[config.mk]
export PLATFORM = sky130hd
export DESIGN_NAME = ifetch_queue
export DESIGN_NICKNAME = d
export VERILOG_FILES = /design/src/rtl/mips_pkg.sv /design/src/rtl/sync_fifo.sv /design/src/rtl/ifetch_queue.sv
export SDC_FILE = /design/constraint.sdc
export NUM_CORES = 1
export LEC_CHECK = 0
export ABC_CLOCK_PERIOD_IN_PS = 13800
export BUFFER_PORTS_ARGS = -buffer_cell sky130_fd_sc_hd__buf_2
export CAP_MARGIN = 20
export CORE_ASPECT_RATIO = 0.5
export CORE_MARGIN = 1.5
export CORE_UTILIZATION = 35
export CTS_CLUSTER_SIZE = 14
export DETAILED_ROUTE_END_ITERATION = 10
export SLEW_MARGIN = 15
export SYNTH_ARGS = -nofsm -noshare
export SYNTH_HDL_FRONTEND = slang
export SYNTH_HIERARCHICAL = 1
export SYNTH_SLANG_ARGS = --single-unit
[constraint.sdc]
create_clock -name clock -period 13.8 [get_ports clock]
set_clock_uncertainty 0.05 [all_clocks]
set_input_delay 0.69 -clock clock [delete_from_list [all_inputs] [get_ports clock]]
set_output_delay 0.69 -clock clock [all_outputs]
set_load 0.005 [all_outputs]
[src/rtl/mips_pkg.sv]
// Shared types and constants for the MIPS front end.
package mips_pkg;

    localparam int unsigned XLEN       = 32;
    localparam int unsigned WORD_BYTES = 4;

    localparam logic [XLEN-1:0] RESET_PC_DEFAULT = 32'h0000_0000;

    typedef enum logic [1:0] {
        F_IDLE = 2'd0,
        F_WAIT = 2'd1,
        F_DROP = 2'd2
    } fetch_state_t;

    // One buffered fetch: the word and the address it came from.
    typedef struct packed {
        logic [XLEN-1:0] pc;
        logic [XLEN-1:0] word;
    } fetch_entry_t;

    localparam int unsigned ENTRY_W = $bits(fetch_entry_t);

endpackage

[src/rtl/sync_fifo.sv]
// Synchronous FIFO with flush and a registered head output (zero when empty).
module sync_fifo #(
    parameter int unsigned DEPTH = 4,
    parameter int unsigned WIDTH = 64
) (
    input  logic                         clock,
    input  logic                         reset,
    input  logic                         flush,
    input  logic                         push,
    input  logic [WIDTH-1:0]             push_data,
    input  logic                         pop,
    output logic [$clog2(DEPTH+1)-1:0]   count,
    output logic                         head_valid,
    output logic [WIDTH-1:0]             head_data
);

    localparam int unsigned AW = (DEPTH > 1) ? $clog2(DEPTH) : 1;
    localparam int unsigned CW = $clog2(DEPTH + 1);

    logic [WIDTH-1:0] mem [DEPTH];
    logic [AW-1:0]    rd_ptr;
    logic [AW-1:0]    wr_ptr;
    logic [AW-1:0]    rd_ptr_n;
    logic [AW-1:0]    wr_ptr_n;
    logic [CW-1:0]    count_n;
    logic             do_push;
    logic             do_pop;
    logic [WIDTH-1:0] head_n;

    // Next pointers/count; head is precomputed so the output stays a flop.
    always_comb begin
        do_pop   = pop && !flush && (count != '0);
        do_push  = push && !flush && ((count != CW'(DEPTH)) || do_pop);
        rd_ptr_n = flush ? '0 : rd_ptr + AW'(do_pop);
        wr_ptr_n = flush ? '0 : wr_ptr + AW'(do_push);
        count_n  = flush ? '0 : count + CW'(do_push) - CW'(do_pop);
        if (count_n == '0) begin
            head_n = '0;
        end else if (do_push && (wr_ptr == rd_ptr_n)) begin
            head_n = push_data;
        end else begin
            head_n = mem[rd_ptr_n];
        end
    end

    // Entry storage; contents are don't-care until counted in.
    always_ff @(posedge clock) begin
        if (do_push) begin
            mem[wr_ptr] <= push_data;
        end
    end

    // Pointers, occupancy and registered head.
    always_ff @(posedge clock or posedge reset) begin
        if (reset) begin
            rd_ptr     <= '0;
            wr_ptr     <= '0;
            count      <= '0;
            head_valid <= 1'b0;
            head_data  <= '0;
        end else begin
            rd_ptr     <= rd_ptr_n;
            wr_ptr     <= wr_ptr_n;
            count      <= count_n;
            head_valid <= (count_n != '0);
            head_data  <= head_n;
        end
    end

endmodule

[src/rtl/ifetch_queue.sv]
// Instruction fetch: one-outstanding memory requester feeding a decode FIFO.
module ifetch_queue
    import mips_pkg::*;
#(
    parameter int unsigned     DEPTH    = 4,
    parameter logic [XLEN-1:0] RESET_PC = RESET_PC_DEFAULT
) (
    input  logic            clock,
    input  logic            reset,
    output logic            mem_req,
    output logic [XLEN-1:0] mem_addr,
    input  logic            mem_ack,
    input  logic [XLEN-1:0] mem_rdata,
    input  logic            redirect,
    input  logic [XLEN-1:0] redirect_pc,
    output logic            inst_valid,
    output logic [XLEN-1:0] inst,
    output logic [XLEN-1:0] inst_pc,
    input  logic            inst_ready
);

    localparam int unsigned CW = $clog2(DEPTH + 1);

    fetch_state_t    state;
    fetch_state_t    state_n;
    logic [XLEN-1:0] fetch_pc;
    logic [XLEN-1:0] fetch_pc_n;
    logic [XLEN-1:0] mem_addr_n;
    logic [XLEN-1:0] target_pc;
    logic            mem_req_n;
    logic            ack;
    logic            push;
    logic            pop;
    logic            has_space;
    logic [CW-1:0]   count;
    logic [CW-1:0]   count_n;
    fetch_entry_t    push_entry;
    fetch_entry_t    head_entry;

    // Handshake terms and FIFO credit; redirect suppresses push and pop.
    always_comb begin
        target_pc       = redirect_pc & ~XLEN'(WORD_BYTES - 1);
        ack             = mem_req && mem_ack;
        push            = ack && (state == F_WAIT) && !redirect;
        pop             = inst_valid && inst_ready && !redirect;
        count_n         = redirect ? '0 : count + CW'(push) - CW'(pop);
        has_space       = (count_n < CW'(DEPTH));
        push_entry.pc   = mem_addr;
        push_entry.word = mem_rdata;
    end

    // Fetch FSM next state, next fetch address and request outputs.
    always_comb begin
        state_n    = state;
        fetch_pc_n = fetch_pc;
        unique case (state)
            F_IDLE: begin
                if (redirect) begin
                    fetch_pc_n = target_pc;
                    state_n    = F_WAIT;
                end else if (has_space) begin
                    state_n = F_WAIT;
                end
            end
            F_WAIT: begin
                if (redirect) begin
                    fetch_pc_n = target_pc;
                    state_n    = ack ? F_WAIT : F_DROP;
                end else if (ack) begin
                    fetch_pc_n = fetch_pc + XLEN'(WORD_BYTES);
                    state_n    = has_space ? F_WAIT : F_IDLE;
                end
            end
            F_DROP: begin
                if (redirect) begin
                    fetch_pc_n = target_pc;
                end
                if (ack) begin
                    state_n = has_space ? F_WAIT : F_IDLE;
                end
            end
            default: state_n = F_IDLE;
        endcase
        mem_req_n  = (state_n != F_IDLE);
        // A dropping request keeps presenting its stale address until acked.
        mem_addr_n = (state_n == F_DROP) ? mem_addr : fetch_pc_n;
    end

    // FSM state, fetch PC and registered memory request.
    always_ff @(posedge clock or posedge reset) begin
        if (reset) begin
            state    <= F_IDLE;
            fetch_pc <= RESET_PC;
            mem_addr <= RESET_PC;
            mem_req  <= 1'b0;
        end else begin
            state    <= state_n;
            fetch_pc <= fetch_pc_n;
            mem_addr <= mem_addr_n;
            mem_req  <= mem_req_n;
        end
    end

    sync_fifo #(
        .DEPTH (DEPTH),
        .WIDTH (ENTRY_W)
    ) u_fifo (
        .clock      (clock),
        .reset      (reset),
        .flush      (redirect),
        .push       (push),
        .push_data  (push_entry),
        .pop        (pop),
        .count      (count),
        .head_valid (inst_valid),
        .head_data  (head_entry)
    );

    assign inst    = head_entry.word;
    assign inst_pc = head_entry.pc;

endmodule

==> results of run 1 <==
state kept, by name, indices dropped and copies added, names as in the netlist:
name and count:
mem_req 1, u_fifo/rd_ptr 2, state 2, fetch_pc 32, u_fifo/mem 256, u_fifo/wr_ptr 2
u_fifo/head_data 64, u_fifo/head_valid 1, mem_addr 32, u_fifo/count 3
worst register-to-register path, cell delays in order (launching register included):
cell     delay [ps]
dfrtp_1         320
buf_4           380
nor2b_1         340
nand2_1         130
nor2_1          260
nand3_4         160
ha_1            370
inv_1            60
ha_1            130
inv_1            50
fa_1            400
xnor2_1         170
nor2_1           80
nor3_2          200
buf_4           480
nor2_1          150
logic make-up (layout without fill, tap and decap cells):
kind of cell	after synthesis	count (layout)	share of synthesized area, %
and+or+nand+nor	286	286	8.65
muxes	164	164	9.80
adders and majority gates	8	8	0.628
buffers and inverters	123	282	3.80
other	0	4	0
DFF	395	395	65.2
AOI/OAI and AO/OA	301	301	11.5
xor gates and xnor gates	8	8	0.409
synthesized netlist by cell type, drive strengths merged (3+ instances only):
master	instances
or3	3
xnor2	5
xor2	3
o21a	3
nor4	11
nand2	43
a311oi	5
buf	35
and4	7
nand4	16
a221o	4
and3	11
a31oi	67
a21oi	23
o31ai	4
mux2i	134
a211oi	5
dfrtp	139
nand2b	6
or4	3
nand3	17
mux2	30
clkbuf	66
or3b	8
o21ai	80
edfxtp	256
o221ai	11
inv	20
a22oi	65
ha	7
o22ai	9
o32a	4
nor2	101
and2	8
nor3	33
nor3b	7
nor2b	8
metal layers:
| layer | vias up | global-route usage (%) | part of all wire, % |
|---|---|---|---|
| li1 | 5199 | - | - |
| met1 | 5752 | 22.4 | 45 |
| met2 | 220 | 27.7 | 49 |
| met3 | 72 | 2.85 | 4.0 |
| met4 | 2 | 5.55 | 2.7 |
| met5 | - | 0 | 0.040 |
layout make-up:
| cell class | instances | area [um^2] |
|---|---|---|
| multi-input cells | 767 | 5390 |
| clock inverters | 18 | 240 |
| inverters | 21 | 82.6 |
| flip-flops and latches | 395 | 11200 |
| repair buffers | 187 | 996 |
| fillers | 4474 | 28600 |
| diodes | 4 | 10.0 |
| well taps | 649 | 812 |
| clock buffers | 56 | 1160 |
per-stage QoR:
step / instance area, um^2 / setup slack, ps / power [W]
after floorplan: 17100 / 6720 / 0.00195
after global placement: 18400 / 9070 / 0.00218
after detailed placement: 18400 / 9050 / 0.00219
after CTS: 19800 / 9630 / 0.00334
after global routing: 19800 / 9470 / 0.00346
final: 19900 / 9610 / 0.00331
power by group:
part           internal, W  switching [W]  leakage, nW
logic             0.000221       0.000316         2.93
clock network     0.000687       0.000459        0.683
registers          0.00144       0.000187         4.10
worst max-delay path by stage:
stage / depth (start not counted) / end
floorplan: 7 / u_fifo/mem[2][0]
global placement: 11 / u_fifo/head_data[19]
detailed placement: 11 / u_fifo/head_data[19]
CTS: 11 / u_fifo/head_data[48]
global route: 11 / u_fifo/head_data[48]
finish: 11 / u_fifo/head_data[19]
==> results.ini, run 1 <==
[outcome]
violations=design-rule violations
status=finished with violations

[critical_path]
crit_buf_inv=3
slowest_stage=buf_4
crit_type=in -> reg
cp-end-kind=flip-flop
r2r_end=u_fifo/head_data[22]
r2r_slack_ps=9950
crit_path_start_kind=primary input
startpoint=redirect
rr_worst_depth=15
slowest_delay_ps=740
required_ps=14160
path_delay_family=buffers and inverters
crit_fanout=39
crit_path_cell_trace=buf_4 -> inv_1 -> and3_1 -> o311a_2 -> ha_1 -> xnor2_4 -> or3_1 -> nand4_4 -> buf_4 -> mux2i_1 -> nor2_1
cp_common_cell=buf_4
r2r_start=state[0]
worst_ep_arrival_time_ps=4550

[pwr]
p_per_area_nw_per_um2=167
p_leak_nw=7.71
ir_drop_mv=0.0719

[sta]
setup_tns_ps=0
worst_slew_pin_slew_ps=1050
setup_viol=0
fin_crit_ps=4190
fin_crit_sh_pct=30.4
hold_viol=0
holdWs_ps=131
slew_headroom_pct=29.7
rsz0062_at_grt=false
max_freq_mhz=238
drv_slew=0

[logic_synthesis]
synth_seq_cells=395
synthesis.area_um2=17100
ys_top_cells_by_area=edfxtp_1 (45%), dfrtp_1 (20%), mux2i_1 (7.8%)
syn_avg_cell_area_um2=13.3
synth_top_area_share_pct=44.9
syn_nets=1362
synth-edff-count=256
yosys_warnings=6
synth_cells=1285
async_reset_ff_share_pct=35.2
synth_flop_cell=edfxtp_1
ys_seq_area_share_pct=65.2
yosysTopAreaCell=edfxtp_1
post_synth_num_cell_types=69

[global_route]
antenna_found_initial=4
grt_pass1_wl_mm=65.5
grt_use_total_pct=16.7
grt_pass1_vias=11100
grt_max_degree=74
grt_overflow_total=0

[cells_and_area]
finalNonFillerCells=2097
layout.nets=1489
area_delta_synth_final_pct=15.9
drive_gt1_share_pct=22.0
final_cell_mix=edfxtp_1 (256), buf_2 (163), dfrtp_1 (139)
fin_util_pct=41.0
layout_commonest_cell=edfxtp_1

[clocking]
cts-root-buf=clkbuf_16
cts_max_level=2
cts_setup_buffers=0
cts_resized=0
cts_made_buffers=40
cts_tree=done
clockBufferDepth=3
cts.sinks=395
clk_latency_ps=540
cts_hold_buf=0
clkTransAtPathRegs_ps=70

[route]
drtIter0Drc=762
ant_nets=0
drt-total-wl_mm=42.8
drt-vias-per-instance=5.36
vias=11200
wl_per_cell_um=20.4
drc=6
drt-pass1-iter-count=7

[die]
fp.dieH_um=159
die_x_um=316
core_um2=48400
core.rowCount=57
start_util_pct=35.4
die_area_um2=50400
io_pins=167

[placement]
gp_congestion=0.803
io_buffers=164
placed_cells=2019
place_hpwl_mm=24.5

[job]
drv_cap=0

[worst_hold_path]
hp-class=in -> async

No activity file was read; power rests on OpenSTA's default activity.
==> run 2: changes to the inputs <==
ABC_CLOCK_PERIOD_IN_PS = 3400   (was 13800)
clock period = 3.4 ns   (was 13.8 ns; I/O delays follow)
==> results.ini, run 2 (synthesis results as in run 1) <==
[outcome]
status=finished with violations
violations=design-rule violations

[cells_and_area]
final_cell_mix=edfxtp_1 (256), buf_2 (163), dfrtp_1 (139)
multi_input_area_um2=5390  ; +0.12%
drive_gt1_share_pct=21.7  ; -0.27 points
regMostFlops=u_fifo/mem
largest_reg_flops=256  ; unchanged
fin_util_pct=42.1  ; +1.1 points
stdcell_area_um2=20400  ; +2.8%
area_delta_synth_final_pct=19.1
reg_top3=u_fifo/mem (256), u_fifo/head_data (64)
layout.nets=1544  ; +3.7%
layout_commonest_cell=edfxtp_1
fill_cells=4434  ; -0.89%
ff_latch_area_um2=11200  ; unchanged

[critical_path]
crit_path_cell_trace=and3_1 -> or4b_4 -> nand3_4 -> ha_1 -> inv_1 -> ha_1 -> inv_1 -> fa_1 -> xnor2_1 -> nor2_1 -> nor3_2 -> buf_4 -> nor2_1
rr_worst_depth=13  ; -2
required_ps=3750  ; -10410 ps
r2r_start=u_fifo/head_valid
slowest_stage=or4b_4
crit_buf_inv=3  ; unchanged
cp.depth=13  ; +2
startpoint=u_fifo/head_valid
crit_path_start_kind=flip-flop
cp-end-kind=flip-flop
crit_fanout=25  ; -36%
crit_type=reg -> reg
worst_ep_arrival_time_ps=3580  ; -970 ps
slowest_delay_ps=500  ; -240 ps
path_delay_family=simple AND/OR/NAND/NOR gates

[job]
drv_cap=0  ; unchanged

[die]
die_area_um2=50400  ; unchanged
core_um2=48400  ; unchanged
fp.dieH_um=159  ; unchanged
io_pins=167  ; unchanged
die_x_um=316  ; unchanged
start_util_pct=35.4  ; unchanged
core.rowCount=57  ; unchanged

[route]
drt-pass1-iter-count=8  ; +1
wl_per_cell_um=19.7  ; -3.3%
drt-total-wl_mm=42.5  ; -0.78%
vias=11400  ; +1.8%
ant_nets=0  ; unchanged
drc=4  ; -2
drtIter0Drc=740  ; -2.9%
drt-vias-per-instance=5.32  ; -0.77%

[clocking]
cts_made_buffers=40  ; unchanged
cts_max_level=2  ; unchanged
clkTransAtPathRegs_ps=60  ; about the same
cts_hold_buf=42  ; +42
clk_latency_ps=540  ; about the same
cts.sinks=395  ; unchanged
cts_setup_buffers=0  ; unchanged
cts-root-buf=clkbuf_16
clockBufferDepth=3  ; unchanged
cts_resized=0  ; unchanged
cts_tree=done

[placement]
io_buffers=164  ; unchanged
gp_congestion=0.805  ; +0.31%
pre_cts_slack_ps=184  ; -8870 ps
place_hpwl_mm=25.3  ; +3.2%
place_area_um2=18700  ; +1.2%

[sta]
fin_crit_ps=3230
slew_headroom_pct=36.9  ; +7.2 points
drv_slew=0  ; unchanged
fin_ws_ps=170  ; -9440 ps
setup_tns_ps=0  ; unchanged
setup_viol=0  ; unchanged
fin_crit_sh_pct=95.0
hold_viol=0  ; unchanged
max_freq_mhz=310
rsz0062_at_grt=false
worst_slew_pin_slew_ps=947  ; -108 ps

[global_route]
grt_max_degree=144  ; +95%
grt_pass1_wl_mm=66.4  ; +1.4%
grt_overflow_total=0  ; unchanged
grt_use_total_pct=16.9  ; +0.11 points
antenna_found_initial=3  ; -1
grt_pass1_vias=11400  ; +2.3%

[worst_hold_path]
min_from=redirect_pc[15]
hp-class=in -> reg
hold_depth=4

[pwr]
p_per_area_nw_per_um2=650  ; +290%
ir_drop_mv=0.337  ; +370%
p_leak_nw=7.94  ; +3.0%

[run 2: cell type report]
| class | count | area share, % |
|---|---|---|
| well taps | 649 | 3.98 |
| clock inverters | 13 | 0.730 |
| inverters | 21 | 0.405 |
| repair buffers | 242 | 8.03 |
| flip-flops and latches | 395 | 54.7 |
| clock buffers | 61 | 5.69 |
| diodes | 3 | 0.0368 |
| multi-input cells | 767 | 26.4 |
[run 2: path summary, 6_finish.rpt]
path / to / slack (ps)
worst max-delay path: u_fifo/head_data[9] / 170
worst min-delay path: fetch_pc[15] / 30
worst max register to register: u_fifo/head_data[9] / 170
worst min register to register: fetch_pc[1] / 440
max in group asynchronous: u_fifo/head_data[8] / 2050
min in group asynchronous: mem_addr[1] / 220
[run 2: worst min-delay path, delay by kind of cell]
family	cells	cell delay, ps
AO/OA/AOI/OAI	2	220
buffers and inverters	1	130
AND/OR/NAND/NOR	1	50
[run 2: routing by layer]
layer | vias up | wire [um] | GRT usage, %
met2 | 241 | 20800 | 28.1
li1 | 5299 | - | -
met3 | 76 | 1780 | 2.60
met1 | 5828 | 18800 | 22.5
met4 | 2 | 1120 | 5.46
met5 | - | 10 | 0
[run 2: per-stage QoR]
stage,total power [W],std cells,hold slack [ps]
4_1_cts,0.0134,2148,2.47
6_report,0.0133,2151,25.8
3_3_place_gp,0.00890,2032,245
5_1_grt,0.0139,2149,26.8
2_1_floorplan,0.00792,1285,219
3_5_place_dp,0.00894,2032,245
[run 2: report_power, final]
group / internal (W) / switching (W)
registers: 0.00584 / 0.000775
clock network: 0.00259 / 0.00180
logic: 0.000971 / 0.00129
